$ cat src/rtl/axioma_io_pkg.sv
// Shared encodings for the AVR I/O bus initiator: request ops, FSM states and
// the responder address windows (listed in decode priority order).
package axioma_io_pkg;

  typedef enum logic [1:0] {
    OpRead  = 2'b00,
    OpWrite = 2'b01,
    OpSbi   = 2'b10,
    OpCbi   = 2'b11
  } op_e;

  typedef enum logic [2:0] {
    StInit,
    StIdle,
    StAccess,
    StRmwWr,
    StResp
  } state_e;

  localparam int unsigned NumSlaves = 3;
  localparam int unsigned SlvGpio   = 0;
  localparam int unsigned SlvUart   = 1;
  localparam int unsigned SlvTimer0 = 2;

  // Windows overlap; the lowest slave index wins.
  localparam int unsigned WinLo [NumSlaves] = '{SlvGpio: 32'h23, SlvUart: 32'h00, SlvTimer0: 32'h15};
  localparam int unsigned WinHi [NumSlaves] = '{SlvGpio: 32'h2B, SlvUart: 32'h06, SlvTimer0: 32'h2E};

endpackage

$ cat src/rtl/axioma_io_if.sv
// Core request/response channel plus the peripheral I/O bus, bundled for the
// initiator (master modport) and its environment (slave modport).
interface axioma_io_if #(
  parameter int unsigned ADDR_W     = 6,
  parameter int unsigned DATA_W     = 8,
  parameter int unsigned NUM_SLAVES = 3
);
  import axioma_io_pkg::*;

  logic                         cpu_req_valid;
  logic                         cpu_req_ready;
  op_e                          cpu_req_op;
  logic [ADDR_W-1:0]            cpu_req_addr;
  logic [DATA_W-1:0]            cpu_req_wdata;
  logic [2:0]                   cpu_req_bit;
  logic                         cpu_rsp_valid;
  logic [DATA_W-1:0]            cpu_rsp_rdata;
  logic                         cpu_rsp_err;
  logic [ADDR_W-1:0]            io_addr;
  logic [DATA_W-1:0]            io_wdata;
  logic                         io_read;
  logic                         io_write;
  logic [NUM_SLAVES-1:0]        io_sel;
  logic [NUM_SLAVES*DATA_W-1:0] io_rdata_bus;
  logic                         io_wait;

  modport master (
    input  cpu_req_valid, cpu_req_op, cpu_req_addr, cpu_req_wdata, cpu_req_bit,
    output cpu_req_ready, cpu_rsp_valid, cpu_rsp_rdata, cpu_rsp_err,
    output io_addr, io_wdata, io_read, io_write, io_sel,
    input  io_rdata_bus, io_wait
  );

  modport slave (
    output cpu_req_valid, cpu_req_op, cpu_req_addr, cpu_req_wdata, cpu_req_bit,
    input  cpu_req_ready, cpu_rsp_valid, cpu_rsp_rdata, cpu_rsp_err,
    input  io_addr, io_wdata, io_read, io_write, io_sel,
    output io_rdata_bus, io_wait
  );

endinterface

$ cat src/rtl/axioma_io_decode.sv
// Combinational I/O address decode: first matching window gives a one-hot
// select; hit is low for unmapped addresses.
module axioma_io_decode
  import axioma_io_pkg::*;
#(
  parameter int unsigned ADDR_W     = 6,
  parameter int unsigned NUM_SLAVES = 3
) (
  input  logic [ADDR_W-1:0]     addr,
  output logic [NUM_SLAVES-1:0] sel,
  output logic                  hit
);

  always_comb begin
    sel = '0;
    hit = 1'b0;
    for (int i = 0; i < NUM_SLAVES; i++) begin
      if (!hit && (32'(addr) >= WinLo[i]) && (32'(addr) <= WinHi[i])) begin
        sel[i] = 1'b1;
        hit    = 1'b1;
      end
    end
  end

endmodule

$ cat src/rtl/axioma_io_master.sv
// AVR I/O bus initiator: one request at a time, SBI/CBI done as internal
// read-modify-write. Optional io_wait timeout under AXIOMA_IO_TIMEOUT_EN.
module axioma_io_master
  import axioma_io_pkg::*;
#(
  parameter int unsigned ADDR_W         = 6,
  parameter int unsigned DATA_W         = 8,
  parameter int unsigned NUM_SLAVES     = 3,
  parameter int unsigned TIMEOUT_CYCLES = 15
) (
  input logic         clk,
  input logic         reset,
  axioma_io_if.master bus
);

  state_e                state_q, state_d;
  op_e                   op_q, op_d;
  logic [ADDR_W-1:0]     addr_q, addr_d;
  logic [DATA_W-1:0]     wdata_q, wdata_d;
  logic [DATA_W-1:0]     rdata_q, rdata_d;
  logic [2:0]            bit_q, bit_d;
  logic [NUM_SLAVES-1:0] sel_q, sel_d;
  logic                  err_q, err_d;

  logic [NUM_SLAVES-1:0] dec_sel;
  logic                  dec_hit;
  logic [DATA_W-1:0]     slave_rdata;
  logic [DATA_W-1:0]     bit_mask;
  logic [DATA_W-1:0]     rmw_wdata;
  logic                  is_rmw;
  logic                  timed_out;

  // The wait counter is 4 bits wide.
  if (TIMEOUT_CYCLES == 0 || TIMEOUT_CYCLES > 16) begin : g_bad_timeout_cfg
    $error("TIMEOUT_CYCLES must be in 1..16");
  end

  axioma_io_decode #(
    .ADDR_W    (ADDR_W),
    .NUM_SLAVES(NUM_SLAVES)
  ) u_decode (
    .addr(bus.cpu_req_addr),
    .sel (dec_sel),
    .hit (dec_hit)
  );

  always_comb begin
    slave_rdata = '0;
    for (int i = 0; i < NUM_SLAVES; i++) begin
      if (sel_q[i]) slave_rdata = slave_rdata | bus.io_rdata_bus[i*DATA_W +: DATA_W];
    end
  end

  assign is_rmw    = (op_q == OpSbi) || (op_q == OpCbi);
  assign bit_mask  = DATA_W'(1) << bit_q;
  assign rmw_wdata = (op_q == OpSbi) ? (rdata_q | bit_mask) : (rdata_q & ~bit_mask);

`ifdef AXIOMA_IO_TIMEOUT_EN
  localparam logic [3:0] WaitLast = 4'(TIMEOUT_CYCLES - 1);

  logic [3:0] wait_cnt_q, wait_cnt_d;

  // Leaving a strobe phase always happens with io_wait low, so this also clears per phase.
  assign wait_cnt_d = ((state_q == StAccess || state_q == StRmwWr) && bus.io_wait) ?
                      wait_cnt_q + 4'd1 : 4'd0;
  assign timed_out  = bus.io_wait && (wait_cnt_q == WaitLast);

  always_ff @(posedge clk or posedge reset) begin
    if (reset) wait_cnt_q <= 4'd0;
    else       wait_cnt_q <= wait_cnt_d;
  end
`else
  assign timed_out = 1'b0;
`endif

  always_comb begin
    state_d = state_q;
    op_d    = op_q;
    addr_d  = addr_q;
    wdata_d = wdata_q;
    rdata_d = rdata_q;
    bit_d   = bit_q;
    sel_d   = sel_q;
    err_d   = err_q;

    bus.cpu_req_ready = 1'b0;
    bus.cpu_rsp_valid = 1'b0;
    bus.cpu_rsp_rdata = '0;
    bus.cpu_rsp_err   = 1'b0;
    bus.io_addr       = '0;
    bus.io_wdata      = '0;
    bus.io_read       = 1'b0;
    bus.io_write      = 1'b0;
    bus.io_sel        = '0;

    unique case (state_q)
      StInit: state_d = StIdle;

      StIdle: begin
        bus.cpu_req_ready = 1'b1;
        if (bus.cpu_req_valid) begin
          op_d    = bus.cpu_req_op;
          addr_d  = bus.cpu_req_addr;
          wdata_d = bus.cpu_req_wdata;
          bit_d   = bus.cpu_req_bit;
          sel_d   = dec_sel;
          rdata_d = '0;
          err_d   = !dec_hit;
          state_d = dec_hit ? StAccess : StResp;
        end
      end

      StAccess: begin
        bus.io_addr = addr_q;
        bus.io_sel  = sel_q;
        if (op_q == OpWrite) begin
          bus.io_write = 1'b1;
          bus.io_wdata = wdata_q;
        end else begin
          bus.io_read = 1'b1;
        end
        if (!bus.io_wait) begin
          if (op_q != OpWrite) rdata_d = slave_rdata;
          state_d = is_rmw ? StRmwWr : StResp;
        end else if (timed_out) begin
          err_d   = 1'b1;
          rdata_d = '0;
          state_d = StResp;
        end
      end

      StRmwWr: begin
        bus.io_addr  = addr_q;
        bus.io_sel   = sel_q;
        bus.io_write = 1'b1;
        bus.io_wdata = rmw_wdata;
        if (!bus.io_wait) begin
          state_d = StResp;
        end else if (timed_out) begin
          err_d   = 1'b1;
          rdata_d = '0;
          state_d = StResp;
        end
      end

      StResp: begin
        bus.cpu_rsp_valid = 1'b1;
        bus.cpu_rsp_rdata = rdata_q;
        bus.cpu_rsp_err   = err_q;
        state_d           = StIdle;
      end

      default: state_d = StIdle;
    endcase
  end

  always_ff @(posedge clk or posedge reset) begin
    if (reset) begin
      state_q <= StInit;
      op_q    <= OpRead;
      addr_q  <= '0;
      wdata_q <= '0;
      rdata_q <= '0;
      bit_q   <= '0;
      sel_q   <= '0;
      err_q   <= 1'b0;
    end else begin
      state_q <= state_d;
      op_q    <= op_d;
      addr_q  <= addr_d;
      wdata_q <= wdata_d;
      rdata_q <= rdata_d;
      bit_q   <= bit_d;
      sel_q   <= sel_d;
      err_q   <= err_d;
    end
  end

endmodule

$ cat src/flat_wrapper.sv
// flat-port wrapper written by rule: the top's interface ports become plain ports
module axioma_io_master_flat import axioma_io_pkg::*;
#(
  parameter int unsigned ADDR_W         = 6,
  parameter int unsigned DATA_W         = 8,
  parameter int unsigned NUM_SLAVES     = 3,
  parameter int unsigned TIMEOUT_CYCLES = 15
)
  (clk, reset, bus_cpu_req_valid, bus_cpu_req_op, bus_cpu_req_addr, bus_cpu_req_wdata, bus_cpu_req_bit, bus_cpu_req_ready, bus_cpu_rsp_valid, bus_cpu_rsp_rdata, bus_cpu_rsp_err, bus_io_addr, bus_io_wdata, bus_io_read, bus_io_write, bus_io_sel, bus_io_rdata_bus, bus_io_wait);
  axioma_io_if #(.ADDR_W(ADDR_W), .DATA_W(DATA_W), .NUM_SLAVES(NUM_SLAVES)) bus_i ();
  input logic clk;
  input logic reset;
  input wire logic [$bits(bus_i.cpu_req_valid)-1:0] bus_cpu_req_valid;
  input wire logic [$bits(bus_i.cpu_req_op)-1:0] bus_cpu_req_op;
  input wire logic [$bits(bus_i.cpu_req_addr)-1:0] bus_cpu_req_addr;
  input wire logic [$bits(bus_i.cpu_req_wdata)-1:0] bus_cpu_req_wdata;
  input wire logic [$bits(bus_i.cpu_req_bit)-1:0] bus_cpu_req_bit;
  output wire logic [$bits(bus_i.cpu_req_ready)-1:0] bus_cpu_req_ready;
  output wire logic [$bits(bus_i.cpu_rsp_valid)-1:0] bus_cpu_rsp_valid;
  output wire logic [$bits(bus_i.cpu_rsp_rdata)-1:0] bus_cpu_rsp_rdata;
  output wire logic [$bits(bus_i.cpu_rsp_err)-1:0] bus_cpu_rsp_err;
  output wire logic [$bits(bus_i.io_addr)-1:0] bus_io_addr;
  output wire logic [$bits(bus_i.io_wdata)-1:0] bus_io_wdata;
  output wire logic [$bits(bus_i.io_read)-1:0] bus_io_read;
  output wire logic [$bits(bus_i.io_write)-1:0] bus_io_write;
  output wire logic [$bits(bus_i.io_sel)-1:0] bus_io_sel;
  input wire logic [$bits(bus_i.io_rdata_bus)-1:0] bus_io_rdata_bus;
  input wire logic [$bits(bus_i.io_wait)-1:0] bus_io_wait;
  assign bus_i.cpu_req_valid = bus_cpu_req_valid;
  assign bus_i.cpu_req_op = bus_cpu_req_op;
  assign bus_i.cpu_req_addr = bus_cpu_req_addr;
  assign bus_i.cpu_req_wdata = bus_cpu_req_wdata;
  assign bus_i.cpu_req_bit = bus_cpu_req_bit;
  assign bus_cpu_req_ready = bus_i.cpu_req_ready;
  assign bus_cpu_rsp_valid = bus_i.cpu_rsp_valid;
  assign bus_cpu_rsp_rdata = bus_i.cpu_rsp_rdata;
  assign bus_cpu_rsp_err = bus_i.cpu_rsp_err;
  assign bus_io_addr = bus_i.io_addr;
  assign bus_io_wdata = bus_i.io_wdata;
  assign bus_io_read = bus_i.io_read;
  assign bus_io_write = bus_i.io_write;
  assign bus_io_sel = bus_i.io_sel;
  assign bus_i.io_rdata_bus = bus_io_rdata_bus;
  assign bus_i.io_wait = bus_io_wait;
  axioma_io_master #(.ADDR_W(ADDR_W), .DATA_W(DATA_W), .NUM_SLAVES(NUM_SLAVES), .TIMEOUT_CYCLES(TIMEOUT_CYCLES)) u_core (.clk(clk), .reset(reset), .bus(bus_i));
endmodule
$ cat config.mk
export PLATFORM = sky130hd
export DESIGN_NAME = axioma_io_master_flat
export DESIGN_NICKNAME = d
export VERILOG_FILES = /design/src/rtl/axioma_io_pkg.sv /design/src/rtl/axioma_io_if.sv /design/src/rtl/axioma_io_decode.sv /design/src/rtl/axioma_io_master.sv /design/src/flat_wrapper.sv
export SDC_FILE = /design/constraint.sdc
export NUM_CORES = 1
export LEC_CHECK = 0
export ABC_CLOCK_PERIOD_IN_PS = 2380
export BUFFER_PORTS_ARGS = -buffer_cell sky130_fd_sc_hd__buf_2
export CAP_MARGIN = 40
export CORE_MARGIN = 3
export CORE_UTILIZATION = 35
export CTS_CLUSTER_DIAMETER = 60
export DETAILED_ROUTE_END_ITERATION = 8
export SKIP_LAST_GASP = 1
export SLEW_MARGIN = 15
export SYNTH_ARGS = -nofsm -noshare
export SYNTH_HDL_FRONTEND = slang
export SYNTH_SLANG_ARGS = --single-unit
$ cat constraint.sdc
create_clock -name clk -period 2.38 [get_ports clk]
set_input_delay 0.119 -clock clk [delete_from_list [all_inputs] [get_ports clk]]
set_output_delay 0.119 -clock clk [all_outputs]
set_load 0.05 [all_outputs]
==> run summary <==
Outcome: finished clean
Final setup viols: 0
Syn Inst Count: 197
Post-layout nets: 314
Drt total wl: 4990 µm
Largest net degree at the start of global routing: 35
Worst slew pin tran: 541 ps
CP max stage cell: dfrtp_1
First-pass GRT wire length: 7780 µm
Setup TNS: 0 ps
Share of layout cells above drive strength 1: 0.444
IO Count: 77
Area growth syn-to-layout: 26.6%
Power Density: 1160 nW/µm²
Crit-path cells: nor2b_1 -> and3_1 -> nand2_1 -> o21ai_0 -> buf_2
Synthesized area: 1990 µm²
Drt pass-1 iters: 5
Leakage power: 1.23 nW
Startpoint types: flip-flop
Num rows: 26
Crit path largest cell delay: 560 ps
Tcrit/Tclk final: 0.857
Synth top area cells: dfrtp_1, mux2_2, and2_1
Tmin final: 2040 ps
Fillers: 524
RSZ-0062 raised after global routing: no
Area share of the largest cell type after synthesis: 0.428
GRT Overall Usage: 0.156
Average cell area after synthesis: 10.1 µm²
Syn Nets: 244
Synth cell types: 37
CTS tree: built
Vias per Instance: 5.04
Starting density of the core: 0.375
Worst skew pair latency: 280 ps
Total number of vias: 1,705
CTS clk-pin slew, worst paths: 70 ps
Die area: 6620 µm²
Core Region: 5300 µm²
Overflow after GRT: 0
Die width: 81.3 µm
Clock Path Buffers: 2
Flops & latches, synth: 34
# diodes: 0
CP delay by family, top: simple AND/OR/NAND/NOR gates
Worst EP arrival: 1920 ps
Max-slew violations: 0
WS Path Type: reg -> out
Final hold violation count: 0
Worst Hold Class: in -> reg
Crit path buf inv count: 1
Number of buffers added on ports: 76
Initial antenna violation count: 0
TritonCTS buffer count: 5
Die Ht: 81.3 µm
Sink Count: 34
WP data required: 2260 ps
Htree depth: 2
Crit-path max FO: 10
Post-CTS Setup Repair Bufs: 0
DR iter-0 viols: 80
GP Congestion: 0.758
DRC: 0
Final Skew: 5.99 ps
Sequential area share after synthesis: 0.428
Detailed-route wire length per cell: 14.8 µm
Max-cap viol count: 0
Vias in the first global route: 1,598
DP HPWL: 3660 µm
CP endpoint kind: primary output
YS warnings: 0
Fmax: 491 MHz
Max_slew headroom: 0.639
Post-route ant nets: 0
Root Driver: clkbuf_8
Dominant cell type by area after synthesis: dfrtp_1
Worst VDD drop: 0.560 mV
Final Power: 2.92 mW
-- sequential cells by signal, indices dropped and copies added (netlist names) --
| signal | flops |
|---|---|
| u_core.addr_q | 6 |
| u_core.bit_q | 3 |
| u_core.err_q | 1 |
| u_core.op_q | 2 |
| u_core.rdata_q | 8 |
| u_core.sel_q | 3 |
| u_core.state_q | 3 |
| u_core.wdata_q | 8 |
-- logic make-up (layout without fill, tap and decap cells) --
| kind of cell | count (synthesis) | count (layout) | share of synthesized area |
|---|---|---|---|
| compound gates | 43 | 43 | 0.165 |
| fa+ha+maj | 1 | 1 | 0.00504 |
| buf+inv | 22 | 93 | 0.0548 |
| flops | 34 | 34 | 0.428 |
| mux | 27 | 27 | 0.148 |
| simple gates | 70 | 70 | 0.199 |
-- area by class of cell --
cell class	count	area, µm²	area share
inverters	5	18.8	0.00746
multi-input cells	141	1030	0.408
clock buffers	7	76.3	0.0303
repair buffers	80	425	0.169
flip-flops and latches	34	851	0.338
well taps	70	87.6	0.0348
clock inverters	1	30.0	0.0119
-- cell usage after synthesis, drive strengths merged --
library cell   n
and2          18
a21oi          2
inv            5
nand3          9
nor2           8
mux2          19
o22a           1
nand3b         1
a21boi         1
and3           2
nor3           2
o21a           2
nor3b          3
dfrtp         34
clkbuf         7
mux2i          8
o22ai          1
a222oi         8
or4            2
nand2b         1
nand2         20
a311oi         1
a211oi         3
maj3           1
o21ai         20
buf           10
a2111o         2
a21o           1
a211o          1
nor2b          4
-- stage by stage --
stage	util	worst slack, ps	std cells	hold WS (ps)	cell area (µm²)
after detailed placement	0.453	626	329	246	2400
after global routing	0.475	154	338	64.3	2520
after global placement	0.453	674	329	241	2400
final	0.475	341	338	63.9	2520
after floorplan	-	161	197	261	1990
after CTS	0.475	317	338	56.5	2520
-- cells in the final DEF (no fill, tap or decap), types with 2 or more instances in the layout --
cell type and count:
a2111o_1 2, a211oi_1 3, a21oi_1 2, a222oi_1 8, and2_1 18, and3_1 2, buf_2 76, buf_4 2
clkbuf_1 2, clkbuf_8 5, dfrtp_1 34, inv_1 5, mux2_2 19, mux2i_1 8, nand2_1 19, nand3_1 7
nand3_2 2, nor2_1 8, nor2b_1 4, nor3_1 2, nor3b_2 2, o21a_1 2, o21ai_0 12, o21ai_2 8
-- worst paths after layout --
kind                                       from                end  slack [ps]  cells after the start
max in group asynchronous                 reset    u_core.sel_q[0]        1590                      4
min                        bus_cpu_req_wdata[3]  u_core.wdata_q[3]          60                      2
max                           u_core.state_q[1]    bus_io_wdata[7]         340                      5
min in group asynchronous                 reset  u_core.wdata_q[3]         480                      4
max reg2reg                   u_core.state_q[1]   u_core.addr_q[4]         680                      4
min reg2reg                    u_core.addr_q[5]   u_core.addr_q[5]         500                      2
-- timing repair --
action	in CTS	in global routing
endpoints found under the setup margin	0	0
resized for setup	0	0
hold buffers	1	0
endpoints found under the hold margin	34	0
-- routing by layer --
| layer | vias up | track usage | wire length [µm] | part of all wire |
|---|---|---|---|---|
| li1 | 847 | - | - | - |
| met1 | 796 | 0.210 | 2260 | 0.45 |
| met2 | 55 | 0.243 | 2330 | 0.47 |
| met3 | 7 | 0.0399 | 340 | 0.068 |
| met4 | 0 | 0.0507 | 53 | 0.011 |
| met5 | - | 0 | 0 | 0 |
-- report_power, final --
part	total, mW	switching (mW)	internal (mW)
registers	1.10	0.279	0.820
clock network	0.519	0.206	0.313
logic	1.30	0.743	0.557
total	2.92	1.23	1.69
(Power assumes the default switching activity.)
